### config.mk
export PLATFORM = sky130hd
export DESIGN_NAME = display_ctrl
export DESIGN_NICKNAME = d
export VERILOG_FILES = /design/src/rtl/display_pkg.sv /design/src/rtl/bin2bcd_seq.sv /design/src/rtl/display_ctrl.sv
export SDC_FILE = /design/constraint.sdc
export NUM_CORES = 1
export LEC_CHECK = 0
export BUFFER_PORTS_ARGS = -buffer_cell sky130_fd_sc_hd__buf_2
export CAP_MARGIN = 15
export CORE_ASPECT_RATIO = 1.5
export CORE_UTILIZATION = 56
export DETAILED_ROUTE_END_ITERATION = 7
export MAX_ROUTING_LAYER = met4
export PLACE_DENSITY = 0.86
export SYNTH_ARGS = -nofsm -noshare
export SYNTH_HDL_FRONTEND = slang
export SYNTH_SLANG_ARGS = --single-unit
### constraint.sdc
create_clock -name clk -period 2 [get_ports clk]
set_input_delay 0.2 -clock clk [delete_from_list [all_inputs] [get_ports clk]]
set_output_delay 0.2 -clock clk [all_outputs]
set_load 0.02 [all_outputs]
### src/rtl/display_pkg.sv
`default_nettype none
// ==========================================================================
// display_pkg : shared FSM encodings and BCD constants for display_ctrl
// Rev 1.0
// ==========================================================================
package display_pkg;

  typedef enum logic [1:0] {
    IDLE  = 2'd0,
    LOAD  = 2'd1,
    SHIFT = 2'd2,
    DONE  = 2'd3
  } state_e;

  localparam int BCD_DIGITS  = 4;
  localparam int MAX_DISPLAY = 9999;
  // One spare digit so 16-bit inputs convert exactly before truncation.
  localparam int ACC_DIGITS  = BCD_DIGITS + 1;

  function automatic logic [3:0] add3(input logic [3:0] d);
    return (d >= 4'd5) ? d + 4'd3 : d;
  endfunction

endpackage
`default_nettype wire

### src/rtl/bin2bcd_seq.sv
`default_nettype none
// ==========================================================================
// bin2bcd_seq : sequential shift/add-3 binary-to-BCD engine, one bit/cycle
// Rev 1.0
// ==========================================================================
module bin2bcd_seq
  import display_pkg::*;
#(
  parameter int BIN_WIDTH = 14
) (
  input  logic                      clk,
  input  logic                      reset,
  input  logic                      start,
  input  logic [BIN_WIDTH-1:0]      bin,
  output logic [ACC_DIGITS*4-1:0]   bcd,
  output logic                      done
);

  localparam int CNT_W = $clog2(BIN_WIDTH + 1);
  localparam int ACC_W = ACC_DIGITS * 4;

  logic [CNT_W-1:0]           cnt_q, cnt_d;
  logic [BIN_WIDTH-1:0]       bin_q, bin_d;
  logic [ACC_W-1:0]           bcd_q, bcd_d, bcd_adj;
  logic [ACC_W+BIN_WIDTH-1:0] shifted;

  always_comb begin
    bcd_adj = '0;
    for (int i = 0; i < ACC_DIGITS; i++) begin
      bcd_adj[i*4 +: 4] = add3(bcd_q[i*4 +: 4]);
    end
    shifted = {bcd_adj, bin_q} << 1;
    cnt_d   = cnt_q;
    bin_d   = bin_q;
    bcd_d   = bcd_q;
    if (start) begin
      cnt_d = CNT_W'(BIN_WIDTH);
      bin_d = bin;
      bcd_d = '0;
    end else if (cnt_q != '0) begin
      bcd_d = shifted[ACC_W+BIN_WIDTH-1 -: ACC_W];
      bin_d = shifted[BIN_WIDTH-1:0];
      cnt_d = cnt_q - CNT_W'(1);
    end
  end

  always_ff @(posedge clk) begin
    if (reset) begin
      cnt_q <= '0;
      bin_q <= '0;
      bcd_q <= '0;
    end else begin
      cnt_q <= cnt_d;
      bin_q <= bin_d;
      bcd_q <= bcd_d;
    end
  end

  // done marks the final shift cycle; bcd holds the full result from the next edge.
  assign done = (cnt_q == CNT_W'(1));
  assign bcd  = bcd_q;

endmodule
`default_nettype wire

### src/rtl/display_ctrl.sv
`default_nettype none
// ==========================================================================
// display_ctrl : round-robin two-requester BCD display controller
// Rev 1.0 | optional saturation when DISPLAY_CTRL_SAT_EN is defined
// ==========================================================================
module display_ctrl
  import display_pkg::*;
#(
  parameter int BIN_WIDTH = 14
) (
  input  logic                 clk,
  input  logic                 reset,
  input  logic                 req0,
  input  logic [BIN_WIDTH-1:0] data0,
  output logic                 ack0,
  input  logic                 req1,
  input  logic [BIN_WIDTH-1:0] data1,
  output logic                 ack1,
  output logic [3:0]           segment0,
  output logic [3:0]           segment1,
  output logic [3:0]           segment2,
  output logic [3:0]           segment3,
  output logic                 busy,
  output logic                 overflow
);

  localparam int ACC_W = ACC_DIGITS * 4;
  localparam int SEG_W = BCD_DIGITS * 4;

  state_e               state_q, state_d;
  logic                 grant_q, grant_d;
  logic [BIN_WIDTH-1:0] data_q, data_d;
  logic [SEG_W-1:0]     seg_q, disp_d;
  logic                 ovf_q, ovf_d;
  logic                 start;
  logic                 conv_done;
  logic [ACC_W-1:0]     bcd;

  bin2bcd_seq #(
    .BIN_WIDTH(BIN_WIDTH)
  ) u_bin2bcd (
    .clk  (clk),
    .reset(reset),
    .start(start),
    .bin  (data_q),
    .bcd  (bcd),
    .done (conv_done)
  );

  // grant_q doubles as last_grant and as the owner of the running conversion.
  always_comb begin
    state_d = state_q;
    grant_d = grant_q;
    data_d  = data_q;
    start   = 1'b0;
    case (state_q)
      IDLE: begin
        if (req0 || req1) begin
          grant_d = (req0 && req1) ? ~grant_q : req1;
          data_d  = grant_d ? data1 : data0;
          state_d = LOAD;
        end
      end
      LOAD: begin
        start   = 1'b1;
        state_d = SHIFT;
      end
      SHIFT: begin
        if (conv_done) state_d = DONE;
      end
      DONE: begin
        state_d = IDLE;
      end
      default: state_d = IDLE;
    endcase
  end

`ifdef DISPLAY_CTRL_SAT_EN
  always_comb begin
    ovf_d  = (bcd[ACC_W-1 -: 4] != 4'd0);
    disp_d = ovf_d ? {BCD_DIGITS{4'd9}} : bcd[SEG_W-1:0];
  end
`else
  logic unused_top_digit;
  assign unused_top_digit = ^bcd[ACC_W-1 -: 4];

  always_comb begin
    ovf_d  = 1'b0;
    disp_d = bcd[SEG_W-1:0];
  end
`endif

  always_ff @(posedge clk) begin
    if (reset) begin
      state_q <= IDLE;
      grant_q <= 1'b1;
      data_q  <= '0;
      seg_q   <= '0;
      ovf_q   <= 1'b0;
    end else begin
      state_q <= state_d;
      grant_q <= grant_d;
      data_q  <= data_d;
      if (state_q == DONE) begin
        seg_q <= disp_d;
        ovf_q <= ovf_d;
      end
    end
  end

  assign busy     = (state_q != IDLE);
  assign ack0     = (state_q == DONE) && !grant_q;
  assign ack1     = (state_q == DONE) &&  grant_q;
  assign segment0 = seg_q[3:0];
  assign segment1 = seg_q[7:4];
  assign segment2 = seg_q[11:8];
  assign segment3 = seg_q[15:12];
  assign overflow = ovf_q;

endmodule
`default_nettype wire
* Word-level counts from Yosys, hierarchy flattened
Cells that the tools add are included.
** Storage, ports and cells
- Bits in registers :: 71
- Input port bits :: 32
- Output and inout bits :: 20
- Word-level logic and storage cells :: 53
** Cells by class
- $add $sub $neg :: 6
- Order comparisons :: 5
- Eq/ne operators :: 6
- Muxes and demuxes :: 15
- Bitwise logic cells :: 1
- Reductions and logical operators :: 12
** Operator list (count)
- $mux W14 :: 3
- $mux W4 :: 6
- $ge A4 B3 Y1 const B :: 5
- $add A4 B2 Y4 const B :: 4
- $pmux W2 S4 :: 1
- $eq A2 B2 Y1 const B :: 2
- $eq A4 B1 Y1 const B :: 1
- $mux W2 :: 2
- $ne A2 B2 Y1 const B :: 2
- $reduce_and A2 Y1 :: 2
- $reduce_bool A2 Y1 :: 2
- $reduce_bool A4 Y1 :: 1
- $sub A4 B1 Y4 const B :: 1
- $add A3 B2 Y3 const B :: 1
- $logic_and A1 B1 Y1 :: 3
- $mux W3 :: 1
- $eq A2 B1 Y1 const B :: 1
- $logic_not A2 Y1 :: 1
- $mux W1 :: 2
- $reduce_or A2 Y1 :: 1
- $logic_not A1 Y1 :: 1
- $logic_or A1 B1 Y1 :: 1
- $not A1 Y1 :: 1

* Depth between registers and ports, before layout
- Depth after elaboration :: 3
- Depth in mapped cells :: 7
- Mapped depth without buffers :: 6

* By module
From an unflattened synthesis, not the netlist that was laid out.
** Unflattened totals
- Cells, all modules :: 389
- Area total of the unflattened synthesis :: 3432.0 um^2
** By module, submodules not included
- bin2bcd_seq :: times used 1, cells each 233, area each 1954.4 um^2, sequential area each 760.7 um^2
- display_ctrl :: times used 1, cells each 156, area each 1477.7 um^2, sequential area each 660.6 um^2

* Worst setup path after synthesis
Ideal clock, no wire load.
- Path type :: flip-flop to flip-flop
- Start point :: register state_q[1]
- End point :: register u_bin2bcd.bcd_q[13], in the netlist u_bin2bcd.bcd[13]
- Library setup time :: 0.095 ns
- Data arrival time :: 1.542 ns
- Required time :: 1.905 ns
- Setup slack :: 0.362 ns
- Stages on the path, launching flop included :: 7
- Path buffers :: 1
- Clock period less this slack :: 1.638 ns
- Cells stage by stage :: dfxtp_1 > inv_1 > ha_1 > or2_0 > buf_2 > or4_1 > o311ai_1
** On the way
- Longest elaborated chain between the ends :: 3
** Ends and longest elaborated chain
- start: declaration :: RTL line display_ctrl.sv:30 : state_e state_q, state_d;
- start signal: assignment :: RTL line display_ctrl.sv:101 : state_q <= state_d;
- $eq A2 B1 Y1 :: RTL line display_ctrl.sv:56 : case (state_q)
- $mux W1 :: RTL line display_ctrl.sv:56
- $reduce_or A2 Y1 (no source line)
- end signal: assignment :: RTL line bin2bcd_seq.sv:51 : bcd_q <= '0;
- end signal: assignment :: RTL line bin2bcd_seq.sv:55 : bcd_q <= bcd_d;
- end: declaration :: RTL line bin2bcd_seq.sv:24 : logic [ACC_W-1:0] bcd_q, bcd_d, bcd_adj;
No other way between the ends.
A chain may end at the register's enable or synchronous reset.

* Final worst setup path
Ends and elaborated chain as after synthesis.

==> results.json <==
{
  "yosysTopAreaCellShare": 0.429,
  "crit_buf_inv": 2,
  "min_from": "data0[3]",
  "hpwl_um": 4120,
  "worst_hold_path.endpoint": "data_q[3]$_SDFFE_PP0P_",
  "clockPowerShare": 0.276,
  "rsz0062_at_grt": "false",
  "switching_share": 0.380,
  "hold_buffers": 0,
  "antenna_found_initial": 0,
  "core_area_mm2": 0.00541,
  "fin_crit_ns": 1.87,
  "finalWirelength_um": 6260,
  "dp_cells": 450,
  "diodes": 0,
  "peakVddDrop_v": 0.00107,
  "p_sw_mw": 2.03,
  "drtIter0Drc": 103,
  "dpl_worst_slack_ns": 0.180,
  "worstSetupPathType": "flip-flop to flip-flop",
  "slowest_stage": "or4_1",
  "fin_crit_sh": 0.937,
  "num_rows": 33,
  "die_w_um": 63.0,
  "wl_per_cell_um": 13.4,
  "syn-num-nets": 389,
  "cpPeakStageDelay_ns": 0.53,
  "ys.flop_type": "dfxtp_1",
  "pwr-share-seq": 0.373,
  "hold_depth": 3,
  "rr_worst_depth": 6,
  "grt_max_degree": 52,
  "fmax_ghz": 0.534,
  "clk_pin_slew_worst_paths_ns": 0.07,
  "drv_slew": 0,
  "grt_util_all_layers": 0.238,
  "cts_buffers": 9,
  "power_frac_comb": 0.351,
  "cts_setup_buffers": 0,
  "root_buffer": "clkbuf_8",
  "remaining_drc_errors": 0,
  "drive_gt1_frac": 0.230,
  "required_ns": 2.23,
  "finalSetupViolations": 0,
  "ant_nets": 0,
  "power-per-cell-area_mw_per_mm2": 1460,
  "critPathCaptureType": "flip-flop",
  "dieArea_mm2": 0.00590,
  "clockBufferDepth": 2,
  "timing.rr.start": "state_q[1]$_SDFFE_PP0P_",
  "port_buffers": 50,
  "grt_pass1_wl_um": 10700,
  "synth_edf_count": 0,
  "cts-resized-gates": 0,
  "clock_skew_ns": 0.00451,
  "ioPinCount": 52,
  "setup_ws_ns": 0.126,
  "start_util": 0.578,
  "p_int_mw": 3.31,
  "ys_top_cells_by_area": "dfxtp_1 (43%), mux2i_1 (9.9%), nor2_1 (6.5%)",
  "syn_inst": 345,
  "ys_seq_area_frac": 0.429,
  "worst-slew-pin-transition_ns": 0.661,
  "p_leak_nw": 1.46,
  "ys_types": 40,
  "critPathLaunch": "state_q[1]$_SDFFE_PP0P_",
  "gr-total-overflow": 0,
  "finalHoldViolations": 0,
  "cts_tree": "built",
  "drt-vias-per-instance": 5.65,
  "dr.pass1.iters": 4,
  "maxCapViolations": 0,
  "crit_chain": "inv_1 -> ha_1 -> or2_0 -> buf_4 -> or4_1 -> o311ai_1",
  "gp_congestion": 0.780,
  "cts_max_level": 3,
  "final_core_util": 0.677,
  "ys_seq_elements": 67,
  "numClockSinks": 67,
  "ff2ff_setup_slack_ns": 0.13,
  "r2r-end": "u_bin2bcd.bcd[13]$_SDFFE_PP0P_",
  "hold_class": "primary input to flip-flop",
  "syn_area_per_cell_um2": 9.07,
  "async_flop_share": 0,
  "syn_to_final_growth_pct": 17.0,
  "synth.largest_area_cell": "dfxtp_1",
  "insertion_delay_ns": 0.34,
  "die_h_um": 93.5,
  "start_kind": "flip-flop",
  "cp_max_fo": 18,
  "ys_warn_count": 0,
  "arrival_ns": 2.10,
  "relSlewSlack": 0.558,
  "synthesis.area_mm2": 0.00313,
  "via_count": 2634,
  "path_delay_family": "simple AND/OR/NAND/NOR gates",
  "final_cell_count_no_fill": 466,
  "setup_tns_ns": 0,
  "grt_pass1_vias": 2522,
  "status": "finished clean",
  "nNetsFinal": 435
}
## synthesized netlist by cell type, types with 2 or more instances
library cell / instances
nor3b_1: 3
a211oi_1: 14
dfxtp_1: 67
o21ai_1: 4
inv_1: 12
nor2_1: 54
o311ai_1: 4
nand4_1: 8
a21oi_1: 20
o21ai_0: 8
clkbuf_1: 10
mux2i_1: 31
buf_6: 2
nand2_1: 29
buf_2: 6
nand3_1: 13
or4_1: 8
buf_4: 4
nand2b_1: 4
a311oi_1: 4
ha_1: 12
a31oi_1: 2
a311oi_2: 9
## cell families after synthesis
family / synth area share
buf+inv: 0.0584
flops: 0.429
simple gates: 0.200
other cells: 0.00120
fa+ha+maj: 0.0480
compound gates: 0.164
mux: 0.0992
## through the flow
step / power (mW) / hold WS (ns) / cell area, µm²
after floorplan: 3.47 / 0.432 / 3130
after global placement: 3.75 / 0.446 / 3400
after detailed placement: 3.84 / 0.448 / 3400
after CTS: 5.34 / 0.182 / 3660
after global routing: 5.68 / 0.184 / 3660
final: 5.33 / 0.186 / 3660
## layout by cell type, fill, tap and decap left out, drive strengths merged
| cell type | n |
|---|---|
| dfxtp | 67 |
| buf | 59 |
| nor2 | 55 |
| mux2i | 31 |
| nand2 | 30 |
| a21oi | 20 |
| a211oi | 14 |
| nand3 | 13 |
| a311oi | 13 |
| inv | 12 |
| ha | 12 |
| o21ai | 12 |
| clkbuf | 9 |
| or4 | 8 |
| nand4 | 8 |
| nand2b | 4 |
| o311ai | 4 |
| bufinv | 4 |
| nor3b | 3 |
| a31oi | 2 |
| clkinvlp | 2 |
| nor3 | 2 |
| or2 | 2 |
| nor2b | 1 |
| and2 | 1 |
| nand3b | 1 |
| or4b | 1 |
| a22oi | 1 |
| a21boi | 1 |
| nor4 | 1 |
| o31ai | 1 |
| conb | 1 |
| clkinv | 1 |
## layer usage
layer,GRT usage,vias up,part of all wire
li1,-,1315,-
met1,0.242,1236,0.42
met2,0.420,69,0.53
met3,0.0659,14,0.036
met4,0.109,0,0.021
met5,-,-,0
## tightest hold or removal path: stages
cell	delay, ns
buf_2	0.09
mux2i_1	0.11
a211oi_1	0.08
## final cells by class
cell class	count	area, µm²
clock inverters	7	140
inverters	12	45.0
fillers	427	1750
well taps	70	87.6
repair buffers	59	318
multi-input cells	242	1600
clock buffers	9	124
flip-flops and latches	67	1340
## state kept, by name, indices dropped and copies added (netlist names)
register and flops:
u_bin2bcd.bcd 16, u_bin2bcd.cnt_q 4, state_q 2, data_q 14, grant_q 1, u_bin2bcd.bin_q 14, seg_q 16
## power groups by stage
stage	combinational (mW)	clock (mW)	sequential, mW
after floorplan	1.55	0	1.92
after global placement	1.77	0	1.98
after detailed placement	1.85	0	2.00
after CTS	1.87	1.49	1.98
after global routing	2.09	1.56	2.03
final	1.87	1.47	1.99
## worst max-delay path by stage
| stage | endpoint | slack [ns] | cells past startpoint |
|---|---|---|---|
| 6_report | u_bin2bcd.bcd[13]$_SDFFE_PP0P_ | 0.13 | 6 |
| 5_1_grt | u_bin2bcd.bcd[13]$_SDFFE_PP0P_ | 0.008 | 6 |
| 4_1_cts | u_bin2bcd.bcd[13]$_SDFFE_PP0P_ | 0.12 | 6 |
| 3_5_place_dp | u_bin2bcd.bcd[9]$_SDFFE_PP0P_ | 0.18 | 6 |
| 3_3_place_gp | u_bin2bcd.bcd[1]$_SDFFE_PP0P_ | 0.27 | 6 |
| 2_1_floorplan | u_bin2bcd.bcd[13]$_SDFFE_PP0P_ | 0.36 | 6 |
Note: power is estimated with default switching activity, not from simulation.
